**src/rtl/bsg_manycore_pod_reset_sequencer.sv**
```systemverilog
// Pod reset sequencer: qualifies tag-done, staggers channel reset release,
// runs the cycle counter, watchdog and a one-entry print-stat buffer.
module bsg_manycore_pod_reset_sequencer #(
  parameter int num_channels_p   = 4,
  parameter int reset_depth_p    = 3,
  parameter int stagger_cycles_p = 2,
  parameter int ctr_width_p      = 32,
  parameter int timeout_cycles_p = 0,
  parameter int tag_width_p      = 32
) (
  input  logic                      clk_i,
  input  logic                      reset_n_i,
  input  logic [num_channels_p-1:0] tag_done_i,
  output logic [num_channels_p-1:0] channel_reset_o,
  output logic                      all_out_of_reset_o,
  input  logic                      finish_i,
  input  logic                      stat_v_i,
  input  logic [tag_width_p-1:0]    stat_tag_i,
  output logic                      stat_v_o,
  output logic [tag_width_p-1:0]    stat_tag_o,
  output logic [ctr_width_p-1:0]    stat_ctr_o,
  input  logic                      stat_yumi_i,
  output logic                      stat_drop_o,
  output logic [ctr_width_p-1:0]    ctr_o,
  output logic                      done_o,
  output logic                      timeout_o
);

  typedef enum logic [2:0] {
    WAIT_TAG, STAGGER, RUN, DONE, TIMEOUT
  } state_e;

  localparam int QW = $clog2(reset_depth_p + 1);
  localparam int IW =
    (num_channels_p > 1) ? $clog2(num_channels_p) : 1;
  localparam int GW =
    (stagger_cycles_p > 1) ? $clog2(stagger_cycles_p) : 1;
  localparam int GL =
    (stagger_cycles_p > 0) ? stagger_cycles_p - 1 : 0;

  localparam logic [QW-1:0] QLAST = QW'(reset_depth_p - 1);
  localparam logic [IW-1:0] ILAST = IW'(num_channels_p - 1);
  localparam logic [GW-1:0] GLAST = GW'(GL);
  localparam logic [ctr_width_p-1:0] TLIM =
    ctr_width_p'(timeout_cycles_p);
  localparam bit TO_EN  = (timeout_cycles_p != 0);
  localparam bit ONE_GO =
    (stagger_cycles_p == 0) || (num_channels_p == 1);

  state_e                    state_q, state_d;
  logic [QW-1:0]             qual_q, qual_d;
  logic [IW-1:0]             idx_q, idx_d;
  logic [GW-1:0]             gap_q, gap_d;
  logic [num_channels_p-1:0] rst_q, rst_d;
  logic [ctr_width_p-1:0]    ctr_q, ctr_d;
  logic                      sv_q, sv_d;
  logic [tag_width_p-1:0]    stag_q, stag_d;
  logic [ctr_width_p-1:0]    sctr_q, sctr_d;
  logic                      drop_q, drop_d;
  logic                      done_q, done_d;
  logic                      to_q, to_d;
  logic                      stat_act;

  // Next-state: sequencing FSM, counter, watchdog and stat buffer.
  always_comb begin
    state_d = state_q;
    qual_d  = qual_q;
    idx_d   = idx_q;
    gap_d   = gap_q;
    rst_d   = rst_q;
    ctr_d   = ctr_q;
    sv_d    = sv_q;
    stag_d  = stag_q;
    sctr_d  = sctr_q;
    drop_d  = drop_q;
    done_d  = done_q;
    to_d    = to_q;

    unique case (state_q)
      WAIT_TAG: begin
        if (&tag_done_i) begin
          if (qual_q == QLAST) begin
            qual_d = '0;
            if (ONE_GO) begin
              rst_d   = '0;
              state_d = RUN;
            end else begin
              rst_d[0] = 1'b0;
              idx_d    = IW'(1);
              gap_d    = '0;
              state_d  = STAGGER;
            end
          end else begin
            qual_d = qual_q + 1'b1;
          end
        end else begin
          qual_d = '0;
        end
      end
      STAGGER: begin
        if (gap_q == GLAST) begin
          rst_d[idx_q] = 1'b0;
          gap_d        = '0;
          idx_d        = idx_q + 1'b1;
          if (idx_q == ILAST) state_d = RUN;
        end else begin
          gap_d = gap_q + 1'b1;
        end
      end
      RUN: begin
        if (finish_i) begin
          state_d = DONE;
          done_d  = 1'b1;
        end else if (TO_EN && ctr_q == TLIM) begin
          state_d = TIMEOUT;
          to_d    = 1'b1;
          rst_d   = '1;
        end else if (~&ctr_q) begin
          ctr_d = ctr_q + 1'b1;
        end
      end
      DONE, TIMEOUT: begin
      end
      default: state_d = WAIT_TAG;
    endcase

    stat_act = (state_q == RUN) || (state_q == DONE);
    if (stat_act) begin
      if (stat_v_i && (!sv_q || stat_yumi_i)) begin
        sv_d   = 1'b1;
        stag_d = stat_tag_i;
        sctr_d = ctr_q;
      end else if (stat_v_i) begin
        drop_d = 1'b1;
      end else if (stat_yumi_i) begin
        sv_d = 1'b0;
      end
    end
  end

  // State and output registers.
  always_ff @(posedge clk_i or negedge reset_n_i) begin
    if (!reset_n_i) begin
      state_q <= WAIT_TAG;
      qual_q  <= '0;
      idx_q   <= '0;
      gap_q   <= '0;
      rst_q   <= '1;
      ctr_q   <= '0;
      sv_q    <= 1'b0;
      stag_q  <= '0;
      sctr_q  <= '0;
      drop_q  <= 1'b0;
      done_q  <= 1'b0;
      to_q    <= 1'b0;
    end else begin
      state_q <= state_d;
      qual_q  <= qual_d;
      idx_q   <= idx_d;
      gap_q   <= gap_d;
      rst_q   <= rst_d;
      ctr_q   <= ctr_d;
      sv_q    <= sv_d;
      stag_q  <= stag_d;
      sctr_q  <= sctr_d;
      drop_q  <= drop_d;
      done_q  <= done_d;
      to_q    <= to_d;
    end
  end

  // Consumer may only dequeue a valid entry.
  always_ff @(posedge clk_i) begin
    if (reset_n_i && stat_yumi_i) assert (sv_q);
  end

  assign channel_reset_o    = rst_q;
  assign all_out_of_reset_o =
    (state_q == RUN) || (state_q == DONE);
  assign stat_v_o    = sv_q;
  assign stat_tag_o  = stag_q;
  assign stat_ctr_o  = sctr_q;
  assign stat_drop_o = drop_q;
  assign ctr_o       = ctr_q;
  assign done_o      = done_q;
  assign timeout_o   = to_q;

endmodule

```
**config.mk**
```make
export PLATFORM = sky130hd
export DESIGN_NAME = bsg_manycore_pod_reset_sequencer
export DESIGN_NICKNAME = d
export VERILOG_FILES = /design/src/rtl/bsg_manycore_pod_reset_sequencer.sv
export SDC_FILE = /design/constraint.sdc
export NUM_CORES = 1
export LEC_CHECK = 0
export ABC_AREA = 1
export ABC_CLOCK_PERIOD_IN_PS = 2130
export CORE_MARGIN = 3
export CORE_UTILIZATION = 30
export DETAILED_ROUTE_END_ITERATION = 10
export GPL_TIMING_DRIVEN = 1
export PLACE_DENSITY = 0.59
export SYNTH_ARGS = -nofsm -noshare
export SYNTH_HDL_FRONTEND = slang
export SYNTH_SLANG_ARGS = --single-unit
export TNS_END_PERCENT = 1
```
**constraint.sdc**
```tcl
create_clock -name clk_i -period 2.13 [get_ports clk_i]
set_clock_uncertainty 0.1 [all_clocks]
set_input_delay 0.3195 -clock clk_i [delete_from_list [all_inputs] [get_ports clk_i]]
set_output_delay 0.3195 -clock clk_i [all_outputs]
set_load 0.1 [all_outputs]
```
======== Word level (Yosys, flattened, before mapping) ========
Index checks and enable logic that the tools add are counted.
storage, ports and cells
  register bits ........................... 111
  output and inout bits ................... 105
  bits of input ports ..................... 41
  logic and storage cells ................. 79
operators by class
  bitwise gates (word level) .............. 6
  add/sub/neg operators ................... 4
  reductions and logical operators ........ 20
  multiplexer cells ....................... 23
  $lt $le $gt $ge ......................... 2
  equal/unequal tests ..................... 12
operators by type and width
  operator               count
  $add 32x1->32 const B  1
  $reduce_and 32->1      1
  $mux 3                 5
  $pmux 3 s4             1
  $reduce_and 3->1       4
  $mux 2                 5
  $ne 2x2->1 const B     5
  $mux 1                 8
  $reduce_and 4->1       2
  $eq 3x2->1 const B     2
  $reduce_and 2->1       3
  $reduce_and 6->1       1
  $add 2x1->2 const B    2
  $and 4x4->4            1
  $eq 2x2->1 const B     2
  $not 1->1              4
  $not 4->4              1
  $pmux 1 s2             2
  $pmux 2 s2             1
  $reduce_bool 2->1      2
  $eq 3x1->1 const B     1
  $eq 3x3->1 const B     1
  $logic_not 3->1        1
  $lt 2x3->1 const B     1
  other kinds (8)        10

======== Depth between registers and ports, before layout ========
Gate-level depths: netlist of the first run.
  word-level depth ........................ 8
  gate-level depth with buffers ........... 11
  gate-level depth less buffers ........... 10

======== Least setup slack after synthesis of the first run ========
No wires, ideal clock.
  path kind ............................... register to register
  start ................................... reg ctr_q[1] (netlist: ctr_o[1])
  end ..................................... reg ctr_q[14] (netlist: ctr_o[14])
  library setup time ...................... 120 ps
  cell stages (with the launch flop) ...... 12
  buffers on the path ..................... 1
  path slack .............................. -318 ps
  clock period less this slack ............ 2,448 ps
  data required time ...................... 1,910 ps
  data arrival time ....................... 2,228 ps
  cells stage by stage .................... dfrtp_1 > ha_1 > inv_1 > nor2_4 > nand2_2 > nor2_4 > nand2_4 > nand2_8 > inv_4 > buf_6 > nand2_1 > nand2_1
on the way
  longest elaborated chain between the ends .. 3
  elaborated cells between the ends (all ways) .. 4
  classes of those cells .................. 1 x add/sub; 1 x bitwise; 2 x reduce/logical
RTL lines
  element                                                line  source
  from (decl)                                            55    logic [ctr_width_p-1:0] ctr_q, ctr_d;
  from (signal assigned)                                 162   ctr_q <= ctr_d;
  branches (longest 3 deep; another with $add 32x1->32)  --
Several ways; the timed one is not identified.
A chain may end at the register's enable or synchronous reset.

======== Worst setup path after layout of the first run ========
  start ................................... reg state_q[0]
  end ..................................... out all_out_of_reset_o
on the way
  longest elaborated chain between the ends .. 2
  elaborated cells between the ends (all ways) .. 3
  classes of those cells .................. 2 x eq/ne; 1 x reduce/logical
RTL lines
  element                 line  source
  from (decl)             50    state_e state_q, state_d;
  from (signal assigned)  157   state_q <= state_d;
  $eq 3x2->1              179   (state_q == RUN) || (state_q == DONE);
  $logic_or 1x1->1 *      179
  to (decl)               15    output logic all_out_of_reset_o,
Mark *: on every way between the ends. The rest lies on a longest branch, timed or not.

==> results of run 1 <==
-- layout by cell type (no fill, tap or decap), types with 4 or more instances in the layout --
cell	instances
buf_12	5
buf_4	110
clkbuf_16	9
clkdlybuf4s50_1	39
dfrtp_1	82
dfrtp_2	24
dfstp_2	4
ha_1	10
inv_1	50
mux2_2	37
nand2_1	215
nand3_1	22
nand4_1	5
nor2_1	53
nor2_2	4
o21ai_0	39
xor2_1	13
-- sequential cells by signal, summed over array words and instances (netlist names) --
name / flops
stat_v_o: 1
idx_q: 2
stat_tag_o: 32
channel_reset_o: 4
stat_ctr_o: 32
gap_q: 1
state_q: 2
qual_q: 2
ctr_o: 32
done_o: 1
stat_drop_o: 1
-- what timing repair did --
action / in CTS / in global routing
endpoints found under the hold margin: 38 / 0
endpoints found under the setup margin: 1 / 3
hold buffers: 1 / 0
resized for setup: 1 / 2
-- worst paths after layout --
check	start	cells after the start	endpoint	slack, ns
worst min-delay path	channel_reset_o[1]$_DFFE_PN1P_	2	channel_reset_o[1]$_DFFE_PN1P_	0.35
worst max register to register	state_q[0]$_DFFE_PN0P_	9	ctr_o[8]$_DFFE_PN0P_	0.21
min in group asynchronous	reset_n_i	2	stat_ctr_o[26]$_DFFE_PN0P_	0.39
worst min register to register	channel_reset_o[1]$_DFFE_PN1P_	2	channel_reset_o[1]$_DFFE_PN1P_	0.35
worst max-delay path	state_q[0]$_DFFE_PN0P_	4	all_out_of_reset_o	0.14
max in group asynchronous	reset_n_i	3	ctr_o[21]$_DFFE_PN0P_	0.84
-- kinds of logic (layout without fill, tap and decap cells) --
logic type,Yosys count,after routing,share of synthesized area
buffers and inverters,68,223,0.0581
multiplexers,37,37,0.0790
other,1,1,0.000711
AND/OR/NAND/NOR,313,313,0.244
AO/OA/AOI/OAI,47,47,0.0479
XOR/XNOR,14,14,0.0233
flip-flops,110,110,0.523
adder cells (fa/ha/maj),10,10,0.0237
-- metrics by stage --
stage / setup WS [ns] / hold WS [ns] / util / power, mW / instance area (µm²)
floorplan: 0.00465 / -0.0761 / - / 8.04 / 5300
global placement: 0.173 / 0.244 / 0.403 / 9.44 / 6800
detailed placement: 0.115 / 0.240 / 0.403 / 9.48 / 6800
CTS: 0.0879 / 0.353 / 0.421 / 11.2 / 7110
global route: 0.0487 / 0.378 / 0.421 / 11.6 / 7110
finish: 0.140 / 0.353 / 0.421 / 11.1 / 7110
-- where the power goes --
group	switching, mW	internal (mW)	total (mW)
sequential	0.352	2.70	3.05
combinational	5.05	1.30	6.35
clock	0.798	0.925	1.72
total	6.20	4.93	11.1
-- cell type report --
type | count | area share
sequential | 110 | 0.392
multi-input combinational | 422 | 0.312
timing repair buffer | 156 | 0.188
tap | 220 | 0.0387
clock buffer | 10 | 0.0322
inverter | 51 | 0.0273
clock inverter | 6 | 0.00968
-- worst register-to-register path: stages, from the launching register on --
cell and delay (ns):
dfrtp_2 0.44, inv_1 0.10, ha_1 0.18, buf_4 0.13
inv_1 0.04, nor2_2 0.26, nand2_8 0.16, inv_4 0.26
nand2_1 0.12, nand2_1 0.07
-- metal layers --
layer | vias to the layer above | track usage | share of wire
met5 | - | 0 | 0
met4 | 0 | 0.0478 | 0.017
met3 | 12 | 0.0345 | 0.068
met2 | 111 | 0.219 | 0.45
met1 | 2008 | 0.203 | 0.47
li1 | 2193 | - | -
==> results.toml, run 1 <==
[cts]
numCtsBuffers = 9
clockRootBuffer = "clkbuf_16"
cts_tree = "yes"
cts_setup_buffers = 0
clkTransAtPathRegs_ns = 0.08
htree_num_levels = 3
cts_num_sinks = 110
cts.path.max_buffers = 2
clock_latency_ns = 0.35

[logic_synthesis]
ys_warn_count = 0
ys_seq_elements = 110
synth_area_mm2 = 0.00527
syn_inst = 600
syn-num-nets = 651
ys_top_cells_by_count = "nand2_1, dfrtp_1, nor2_1, inv_1, o21ai_0"
yosysTopAreaCell = "dfrtp_1"
synth-seq-area-share = 0.523
yosysMostFrequentCell = "nand2_1"
synthFlopType = "dfrtp_1"
synth_edf_count = 0
synth_top_area_share = 0.503
syn-mean-instance-area_um2 = 8.79
synth_area_leaders = "dfrtp_1, nand2_1, mux2_2"
synth.distinct_cells = 34
ys_async_sr_fraction = 1.00

[cells_and_area]
final_nets = 801
multi_input_area_mm2 = 0.00222
stdcell_count = 975
n_antenna_cell = 0
final-seq-area_mm2 = 0.00279
drive_above_1_share = 0.281
area_delta_synth_final_pct = 34.9
fillers = 1683

[timing]
hold_viol = 0
fin_setup_tns_ns = 0
slew_viol_final = 0
finalSetupViolations = 0
period_share = 0.934
tightest_slew_ns = 0.531
min_period_ns = 1.99
grt_setup_unrepaired = "no"
relSlewSlack = 0.646
fmax_mhz = 503

[die]
die_h_um = 139
dieArea_mm2 = 0.0192
core_area_mm2 = 0.0169
ios = 146
num_rows = 47
die_x_um = 139
start_util = 0.312

[critical_path]
crit_chain = "ha_1, nor2_2, inv_1, buf_12"
cpPeakStageDelay_ns = 0.44
cp-start-kind = "flop"
worst-path-buf-inv = 2
worstPathMaxFanout = 5
worstPathArrival_ns = 1.57
critPathSlowestCell = "dfrtp_2"
critPathTopFamily = "flip-flops"
crit_type = "flop to output pin"
critPathRequiredTime_ns = 1.71
cp-end-kind = "output pin"

[drt]
post_drt_wl_per_cell_um = 14.1
vias = 4324
final_antenna_net_count = 0
drt_pass1_iterations = 4
drc_errors = 0
drt_wl_total_um = 13800
routed_via_density = 4.43
drtIter0Drc = 296

[global_route]
antenna_found_initial = 0
grt_overflow_total = 0
grtUsageTotal = 0.144
grt_start_max_net_pins = 42
grt_pass1_wl_um = 22200
grt_pass1_vias = 4053

[place]
hpwl_um = 10500
place.port_buffers = 144
gp_congestion = 0.852
dp.cells = 958

[status]
status = "completed"

[flow_run]
maxCapViolCount = 0

[power_and_ir_drop]
power_leakage_nw = 3.43
power_per_cell_area_mw_per_mm2 = 1560
ir_worst_vdd_uv = 1220

[min_path]
worstHoldPathType = "flop to flop"
No activity file was read; power rests on OpenSTA's default activity.
==> run 2, diff against run 1 <==
--- a/config.mk
+++ b/config.mk
@@ -7,11 +7,13 @@
 export LEC_CHECK = 0
 export ABC_AREA = 1
 export ABC_CLOCK_PERIOD_IN_PS = 2130
+export CAP_MARGIN = 20
 export CORE_MARGIN = 3
 export CORE_UTILIZATION = 30
 export DETAILED_ROUTE_END_ITERATION = 10
 export GPL_TIMING_DRIVEN = 1
 export PLACE_DENSITY = 0.59
+export SLEW_MARGIN = 20
 export SYNTH_ARGS = -nofsm -noshare
 export SYNTH_HDL_FRONTEND = slang
 export SYNTH_SLANG_ARGS = --single-unit
==> results of run 2 <==
No change in the layout: final DEF, timing and power equal those of run 1.
